File: src/rtl/cmos_axis_pkg.sv
// Shared types and constants for the CMOS RGB565 to AXI4-Stream bridge.
package cmos_axis_pkg;

   localparam int CNT_W   = 12;
   localparam int DATA_W  = 16;
   // FIFO entry layout: {tuser, tlast, tdata}
   localparam int ENTRY_W = DATA_W + 2;

   typedef logic [CNT_W-1:0] cnt_t;

   typedef enum logic [1:0] {
      WAIT_VS = 2'd0,
      SYNC    = 2'd1,
      ACTIVE  = 2'd2,
      DROP    = 2'd3
   } state_t;

   // Saturating increment for the geometry counters.
   function automatic cnt_t sat_inc(input cnt_t v);
      return (v == '1) ? v : v + cnt_t'(1);
   endfunction

endpackage

File: src/rtl/sync_fifo_v1.sv
// Single-clock first-word-fall-through FIFO. The head entry is visible on
// o_data whenever o_empty is low. A push while full is accepted only when a
// pop happens in the same cycle.
module sync_fifo_v1 #(
   parameter int WIDTH = 18,
   parameter int DEPTH = 16
) (
   input  logic             i_clk,
   input  logic             i_rst_n,
   input  logic             i_push,
   input  logic [WIDTH-1:0] i_data,
   input  logic             i_pop,
   output logic [WIDTH-1:0] o_data,
   output logic             o_full,
   output logic             o_empty
);

   localparam int AW = $clog2(DEPTH);

   logic [WIDTH-1:0] r_mem [DEPTH];
   logic [AW-1:0]    r_wr_ptr;
   logic [AW-1:0]    r_rd_ptr;
   logic [AW:0]      r_count;

   logic w_do_pop;
   logic w_do_push;

   assign o_empty   = (r_count == '0);
   assign o_full    = (r_count == (AW+1)'(DEPTH));
   assign w_do_pop  = i_pop & ~o_empty;
   assign w_do_push = i_push & (~o_full | w_do_pop);
   assign o_data    = r_mem[r_rd_ptr];

   // Storage array; contents need no reset because o_empty qualifies them.
   always_ff @(posedge i_clk) begin
      if (w_do_push) begin
         r_mem[r_wr_ptr] <= i_data;
      end
   end

   // Pointer and occupancy bookkeeping.
   always_ff @(posedge i_clk or negedge i_rst_n) begin
      if (!i_rst_n) begin
         r_wr_ptr <= '0;
         r_rd_ptr <= '0;
         r_count  <= '0;
      end else begin
         if (w_do_push) r_wr_ptr <= r_wr_ptr + AW'(1);
         if (w_do_pop)  r_rd_ptr <= r_rd_ptr + AW'(1);
         case ({w_do_push, w_do_pop})
            2'b10:   r_count <= r_count + (AW+1)'(1);
            2'b01:   r_count <= r_count - (AW+1)'(1);
            default: r_count <= r_count;
         endcase
      end
   end

endmodule

File: src/rtl/cmos_rgb565_axis_bridge.sv
// Re-frames the gated CMOS decoder pixel stream as AXI4-Stream video
// (tuser = start of frame, tlast = end of line), buffers it for downstream
// backpressure and measures frame geometry.
//
//  state   | meaning
//  WAIT_VS | after reset, discard everything until the first vsync rise
//  SYNC    | frame started, waiting for its first pixel (tagged tuser)
//  ACTIVE  | forwarding pixels through the hold register into the FIFO
//  DROP    | FIFO overflowed, discard the rest of the frame
module cmos_rgb565_axis_bridge
   import cmos_axis_pkg::*;
#(
   parameter int H_ACTIVE   = 640,
   parameter int V_ACTIVE   = 480,
   parameter int FIFO_DEPTH = 16
) (
   input  logic              cmos_pclk_i,
   input  logic              rst_n_i,
   input  logic              vs_i,
   input  logic              hs_i,
   input  logic [DATA_W-1:0] rgb565_i,
   input  logic              vid_clk_ce_i,
   output logic [DATA_W-1:0] m_axis_tdata,
   output logic              m_axis_tvalid,
   input  logic              m_axis_tready,
   output logic              m_axis_tuser,
   output logic              m_axis_tlast,
   output logic [CNT_W-1:0]  pix_cnt_o,
   output logic [CNT_W-1:0]  line_cnt_o,
   output logic              ovf_o,
   output logic              frame_err_o
);

   logic              r_vs_q;
   logic              r_hs_q;
   state_t            r_state;
   logic              r_hold_full;
   logic              r_hold_sof;
   logic [DATA_W-1:0] r_hold_data;
   cnt_t              r_pix_cnt;
   cnt_t              r_line_cnt;
   logic              r_line_open;
   logic              r_err_acc;
   cnt_t              r_pix_cnt_o;
   cnt_t              r_line_cnt_o;
   logic              r_ovf;
   logic              r_frame_err;

   logic               w_vs_rise;
   logic               w_hs_fall;
   logic               w_pix_vld;
   logic               w_accept;
   logic               w_push;
   logic [ENTRY_W-1:0] w_push_entry;
   logic               w_hold_load;
   logic               w_hold_clear;
   logic               w_trunc;
   logic               w_pop;
   logic               w_ovf;
   logic               w_fifo_push;
   logic               w_fifo_full;
   logic               w_fifo_empty;
   logic [ENTRY_W-1:0] w_head;
   logic               w_count_en;
   logic               w_line_end;
   logic               w_width_bad;
   cnt_t               w_line_next;
   logic               w_frame_bad;

   assign w_vs_rise = vs_i & ~r_vs_q;
   assign w_hs_fall = ~hs_i & r_hs_q;
   assign w_pix_vld = vid_clk_ce_i & hs_i;
   assign w_accept  = (r_state == SYNC) || (r_state == ACTIVE);

   // Input edge detection registers.
   always_ff @(posedge cmos_pclk_i or negedge rst_n_i) begin
      if (!rst_n_i) begin
         r_vs_q <= 1'b0;
         r_hs_q <= 1'b0;
      end else begin
         r_vs_q <= vs_i;
         r_hs_q <= hs_i;
      end
   end

   // Push decision: the held pixel leaves when its successor, the end of its
   // line, or a premature vsync arrives. Only one source can win per cycle.
   always_comb begin
      w_push       = 1'b0;
      w_push_entry = '0;
      w_hold_load  = 1'b0;
      w_hold_clear = 1'b0;
      w_trunc      = 1'b0;
      if (r_hold_full && w_vs_rise) begin
         w_push       = 1'b1;
         w_push_entry = {r_hold_sof, 1'b1, r_hold_data};
         w_hold_clear = 1'b1;
         w_trunc      = 1'b1;
      end else if (r_hold_full && w_hs_fall) begin
         w_push       = 1'b1;
         w_push_entry = {r_hold_sof, 1'b1, r_hold_data};
         w_hold_clear = 1'b1;
      end else if (w_pix_vld && w_accept && !w_vs_rise) begin
         w_hold_load  = 1'b1;
         if (r_hold_full) begin
            w_push       = 1'b1;
            w_push_entry = {r_hold_sof, 1'b0, r_hold_data};
         end
      end
   end

   assign w_pop       = m_axis_tready & ~w_fifo_empty;
   assign w_ovf       = w_push & w_fifo_full & ~w_pop;
   assign w_fifo_push = w_push & ~w_ovf;

   // Frame sequencing.
   always_ff @(posedge cmos_pclk_i or negedge rst_n_i) begin
      if (!rst_n_i) begin
         r_state <= WAIT_VS;
      end else begin
         case (r_state)
            WAIT_VS: if (w_vs_rise) r_state <= SYNC;
            SYNC:    if (!w_vs_rise && w_hold_load) r_state <= ACTIVE;
            ACTIVE:  begin
               if (w_vs_rise)  r_state <= SYNC;
               else if (w_ovf) r_state <= DROP;
            end
            DROP:    if (w_vs_rise) r_state <= SYNC;
            default: r_state <= WAIT_VS;
         endcase
      end
   end

   // One-pixel hold register; the first pixel loaded in SYNC carries SOF.
   always_ff @(posedge cmos_pclk_i or negedge rst_n_i) begin
      if (!rst_n_i) begin
         r_hold_full <= 1'b0;
         r_hold_sof  <= 1'b0;
         r_hold_data <= '0;
      end else if (w_hold_load && !w_ovf) begin
         r_hold_full <= 1'b1;
         r_hold_sof  <= (r_state == SYNC);
         r_hold_data <= rgb565_i;
      end else if (w_hold_clear || w_ovf) begin
         r_hold_full <= 1'b0;
      end
   end

   // Geometry measurement. A line only counts if it carried pixels inside a
   // frame, so href edges during blanking or after a truncation are ignored.
   assign w_count_en  = (r_state != WAIT_VS);
   assign w_line_end  = w_hs_fall & r_line_open;
   assign w_width_bad = w_line_end & (r_pix_cnt != CNT_W'(H_ACTIVE));
   assign w_line_next = w_line_end ? sat_inc(r_line_cnt) : r_line_cnt;
   assign w_frame_bad = r_err_acc | w_width_bad | w_trunc | w_ovf |
                        (r_state == DROP) | (w_line_next != CNT_W'(V_ACTIVE));

   // Counters, geometry outputs and the per-frame error pulse.
   always_ff @(posedge cmos_pclk_i or negedge rst_n_i) begin
      if (!rst_n_i) begin
         r_pix_cnt    <= '0;
         r_line_cnt   <= '0;
         r_line_open  <= 1'b0;
         r_err_acc    <= 1'b0;
         r_pix_cnt_o  <= '0;
         r_line_cnt_o <= '0;
         r_ovf        <= 1'b0;
         r_frame_err  <= 1'b0;
      end else begin
         r_frame_err <= 1'b0;
         if (w_ovf) r_ovf <= 1'b1;
         if (w_line_end) r_pix_cnt_o <= r_pix_cnt;
         if (w_vs_rise) begin
            r_pix_cnt    <= '0;
            r_line_cnt   <= '0;
            r_line_open  <= 1'b0;
            r_err_acc    <= 1'b0;
            r_line_cnt_o <= w_line_next;
            r_frame_err  <= w_count_en & w_frame_bad;
         end else if (w_line_end) begin
            r_pix_cnt   <= '0;
            r_line_cnt  <= w_line_next;
            r_line_open <= 1'b0;
            if (w_width_bad) r_err_acc <= 1'b1;
         end else if (w_pix_vld && w_count_en) begin
            r_pix_cnt   <= sat_inc(r_pix_cnt);
            r_line_open <= 1'b1;
         end
      end
   end

   sync_fifo_v1 #(
      .WIDTH (ENTRY_W),
      .DEPTH (FIFO_DEPTH)
   ) u_fifo (
      .i_clk   (cmos_pclk_i),
      .i_rst_n (rst_n_i),
      .i_push  (w_fifo_push),
      .i_data  (w_push_entry),
      .i_pop   (w_pop),
      .o_data  (w_head),
      .o_full  (w_fifo_full),
      .o_empty (w_fifo_empty)
   );

   // Head fields are forced to zero when nothing is queued.
   assign m_axis_tvalid = ~w_fifo_empty;
   assign m_axis_tuser  = w_fifo_empty ? 1'b0 : w_head[ENTRY_W-1];
   assign m_axis_tlast  = w_fifo_empty ? 1'b0 : w_head[ENTRY_W-2];
   assign m_axis_tdata  = w_fifo_empty ? '0 : w_head[DATA_W-1:0];
   assign pix_cnt_o     = r_pix_cnt_o;
   assign line_cnt_o    = r_line_cnt_o;
   assign ovf_o         = r_ovf;
   assign frame_err_o   = r_frame_err;

endmodule

File: config.mk
export PLATFORM = sky130hd
export DESIGN_NAME = cmos_rgb565_axis_bridge
export DESIGN_NICKNAME = d
export VERILOG_FILES = /design/src/rtl/cmos_axis_pkg.sv /design/src/rtl/sync_fifo_v1.sv /design/src/rtl/cmos_rgb565_axis_bridge.sv
export SDC_FILE = /design/constraint.sdc
export NUM_CORES = 1
export LEC_CHECK = 0
export BUFFER_PORTS_ARGS = -buffer_cell sky130_fd_sc_hd__buf_2
export CORE_ASPECT_RATIO = 1.2
export CORE_MARGIN = 4
export CORE_UTILIZATION = 55
export CTS_CLUSTER_DIAMETER = 100
export CTS_CLUSTER_SIZE = 14
export DETAILED_ROUTE_END_ITERATION = 16
export HOLD_SLACK_MARGIN = 0.03
export PLACE_DENSITY = 0.78
export SETUP_SLACK_MARGIN = 0.3
export SLEW_MARGIN = 20
export SYNTH_ARGS = -nofsm -noshare
export SYNTH_HDL_FRONTEND = slang
export SYNTH_HIERARCHICAL = 1
export SYNTH_SLANG_ARGS = --single-unit
File: constraint.sdc
create_clock -name cmos_pclk_i -period 8.8 [get_ports cmos_pclk_i]
set_clock_uncertainty 0.05 [all_clocks]
set_input_delay 0.44 -clock cmos_pclk_i [delete_from_list [all_inputs] [get_ports cmos_pclk_i]]
set_output_delay 0.44 -clock cmos_pclk_i [all_outputs]
set_load 0.02 [all_outputs]
==> reports/results.tsv <==
metric	value	unit
status	finished, final reports clean	
Total Power	4.94	mW
CP startpoint kind	primary input	
worst hold slack	0.0714	ns
syn avg cell area	16.7	sq um
Comb pwr share	0.299	
Crit Reg-Reg Endpoint	u_fifo/r_mem[13][15]	
internal power	3.37	mW
main combinational cell family by area after synthesis	multiplexers	
fraction of registers with async set/reset	0.232	
Synth Net Count	964	
largest area contributor in the netlist	edfxtp_1	
register area share after synthesis	0.700	
GRT overflow	0	
area grow syn2layout	10.4	%
Synth Area in Simple Gates	0.0845	
Placed Area	16200	sq um
hold endpoint	r_hold_data[4]	
xor-xnor portion of the synthesized cell area	0.0125	
initial core utilization	0.564	
worst-margin pin slew	1.07	ns
IO Port Bufs	66	
CTS tree	built	
RSZ-0062 raised after global routing	no	
CP Cell Sequence	dlygate4sd3_1, buf_2, nor2b_2, nor3_2, nor2_1, and2_1, nand3_1, nor2_2	
gpl congestion	0.873	
CP Max Fanout	20	
setup TNS	0	ns
core area	27400	sq um
worst flop-to-flop path startpoint	r_state[0]	
PD cells	289	nW/um^2
R2R Setup Slk	4.71	ns
ys flop type	edfxtp_1	
crit path max-delay cell type	nor2_2	
WS Path Type	in2reg	
hpwl dp	20300	um
WHS Path Cells	2	
top cells by area, synth	edfxtp_1 56%, dfrtp_1 14%, mux4_2 10%	
antenna-violating nets left	0	
cts hold-fix bufs	3	
Hold Crit Start	rgb565_i[4]	
fraction of layout cells with a size suffix above 1	0.235	
Compound-Gate Fraction of Synth Area	0.0448	
Final Cycle Share	0.485	
TritonCTS buffer count	30	
Rows	66	
Post-synth EDFFs	288	
Crit. End Element	flop	
initial antenna violation count	2	
max-slew violation count	0	
Worst EP required	8.92	ns
Psw	1.56	mW
mux share of post-synthesis cell area	0.125	
Final Cell Area	17100	sq um
vias in the first global route	8372	
gr usage total	0.213	
first-pass GRT wire length	49800	um
Via density	5.93	
count of cell types in the netlist	66	
first-pass iteration count of the detailed router	7	
Clock Tree Root	clkbuf_16	
Seq pwr share	0.452	
TritonCTS Sinks	375	
Post-CTS Resized	0	
Post-Route WL	32400	um
Die Span Y	192	um
most frequent cells in the layout	288 x edfxtp_1, 85 x dfrtp_1, 84 x nand2_1, 72 x mux4_2, 65 x buf_2	
Tmin final	4.27	ns
area fraction of the dominant cell type after synthesis	0.559	
H-tree lvl count	1	
fillers	1953	
Mapped Area	15500	sq um
postcts setup bufs	0	
FF-to-FF path depth	8	
largest net degree at the start of global routing	71	
DR DRC count	0	
Max-Cap Viols	0	
WP data arrival	4.39	ns
Crit path largest cell delay	0.88	ns
commonest non-fill, non-tap cell in the layout	edfxtp_1	
Clock transition at path regs	0.07	ns
Warnings, synthesis	6	
Clock Latency Late Sink	0.55	ns
static leakage	6.22	nW
Synth Area in Adders	0.0142	
Fin. Hold Viols	0	
Max Buffers Root-to-Sink	3	
Clk pwr share	0.249	
Setup-failing EPs final	0	
Max Clk Rate	0.234	GHz
WL/cell	23.3	um
#FFs+latches synth	375	
IO Count	67	
Final #Nets	1031	
HP Class	in2reg	
Post-Synthesis Cells	925	
initial drt markers	724	
VDD IR max	0.168	mV
Die W	161	um
slew margin rel.	0.283	
DIE AREA	30900	sq um
vias after detailed routing	8244	
switching share of total power	0.317	
==> sequential cells by signal, indices dropped and copies added, names as in the netlist, 2 cells and up <==
signal           count
r_pix_cnt           12
line_cnt_o          12
r_line_cnt          12
u_fifo/r_mem       288
u_fifo/r_count       5
u_fifo/r_rd_ptr      4
r_hold_data         16
pix_cnt_o           12
r_state              2
u_fifo/r_wr_ptr      4
==> cells in the mapped netlist, types with 2 or more instances <==
library cell,number
mux2i_1,8
inv_1,14
a32o_1,2
nor4_2,2
o221ai_1,2
a22oi_1,37
buf_2,9
o41ai_4,2
nor4b_1,3
mux2_2,18
ha_1,16
buf_4,4
nand3_1,22
a21o_1,3
and3b_1,2
xnor2_1,12
nand2_1,84
clkbuf_1,22
nor2_1,56
mux4_2,72
o211ai_1,3
o31ai_1,2
a21oi_1,7
and3_1,3
xor2_1,10
nand2_2,2
nand3b_1,2
dfrtp_1,87
o21ai_0,23
nand2b_1,9
or2_2,2
buf_1,4
buf_6,5
and2_1,22
a31oi_1,3
nand4_1,5
edfxtp_1,288
nor2b_1,23
nor3_1,8
==> per-stage QoR <==
step / cells / util / setup slack [ns]
after floorplan: 925 / - / 4.71
after global placement: 1331 / 0.589 / 4.27
after detailed placement: 1331 / 0.589 / 4.14
after CTS: 1389 / 0.622 / 4.22
after global routing: 1390 / 0.623 / 4.08
final: 1390 / 0.623 / 4.53
==> layer usage <==
layer / global-route usage / vias up / wire length, um / share of wire
met5: 0 / - / 7 / 0.00022
met4: 0.0653 / 2 / 946 / 0.029
met1: 0.290 / 4191 / 12700 / 0.39
met2: 0.365 / 312 / 16700 / 0.51
met3: 0.0275 / 48 / 2030 / 0.063
li1: - / 3691 / - / -
==> cells by family after synthesis <==
| family | count (synthesis) |
|---|---|
| compound gates | 94 |
| flops | 375 |
| mux | 100 |
| buf+inv | 60 |
| fa+ha+maj | 17 |
| xor+xnor | 22 |
| simple gates | 257 |
==> final cells by class <==
cell class	instances	area (sq um)	area share
sequential	375	10800	0.634
inverter	15	56.3	0.00330
clock buffer	54	862	0.0505
antenna	1	2.50	0.000147
multi-input combinational	490	4400	0.258
clock inverter	1	5.00	0.000293
timing repair buffer	80	445	0.0261
tap	374	468	0.0274
==> worst max path at each step <==
stage / endpoint / from / slack, ns
after floorplan: u_fifo/r_mem[3][0] / r_state[0] / 4.71
after global placement: u_fifo/r_mem[1][10] / vs_i / 4.27
after detailed placement: u_fifo/r_mem[13][0] / vs_i / 4.14
after CTS: u_fifo/r_mem[13][13] / vs_i / 4.22
after global routing: u_fifo/r_mem[10][17] / vs_i / 4.08
final: u_fifo/r_mem[13][15] / vs_i / 4.53
==> worst max-delay path: cells and delay by family <==
kind | cells | cell delay (ns)
AND/OR/NAND/NOR | 6 | 3.28
buffers and inverters | 2 | 0.65
==> power by group through the flow <==
stage / Clock [mW] / Sequential [mW] / Combinational, mW
after global routing: 1.34 / 2.26 / 1.59
final: 1.23 / 2.23 / 1.47
after CTS: 1.25 / 2.24 / 1.48
after global placement: 0 / 2.27 / 1.44
after floorplan: 0 / 2.16 / 1.14
after detailed placement: 0 / 2.27 / 1.47
Power figures use the tool's default switching activity.
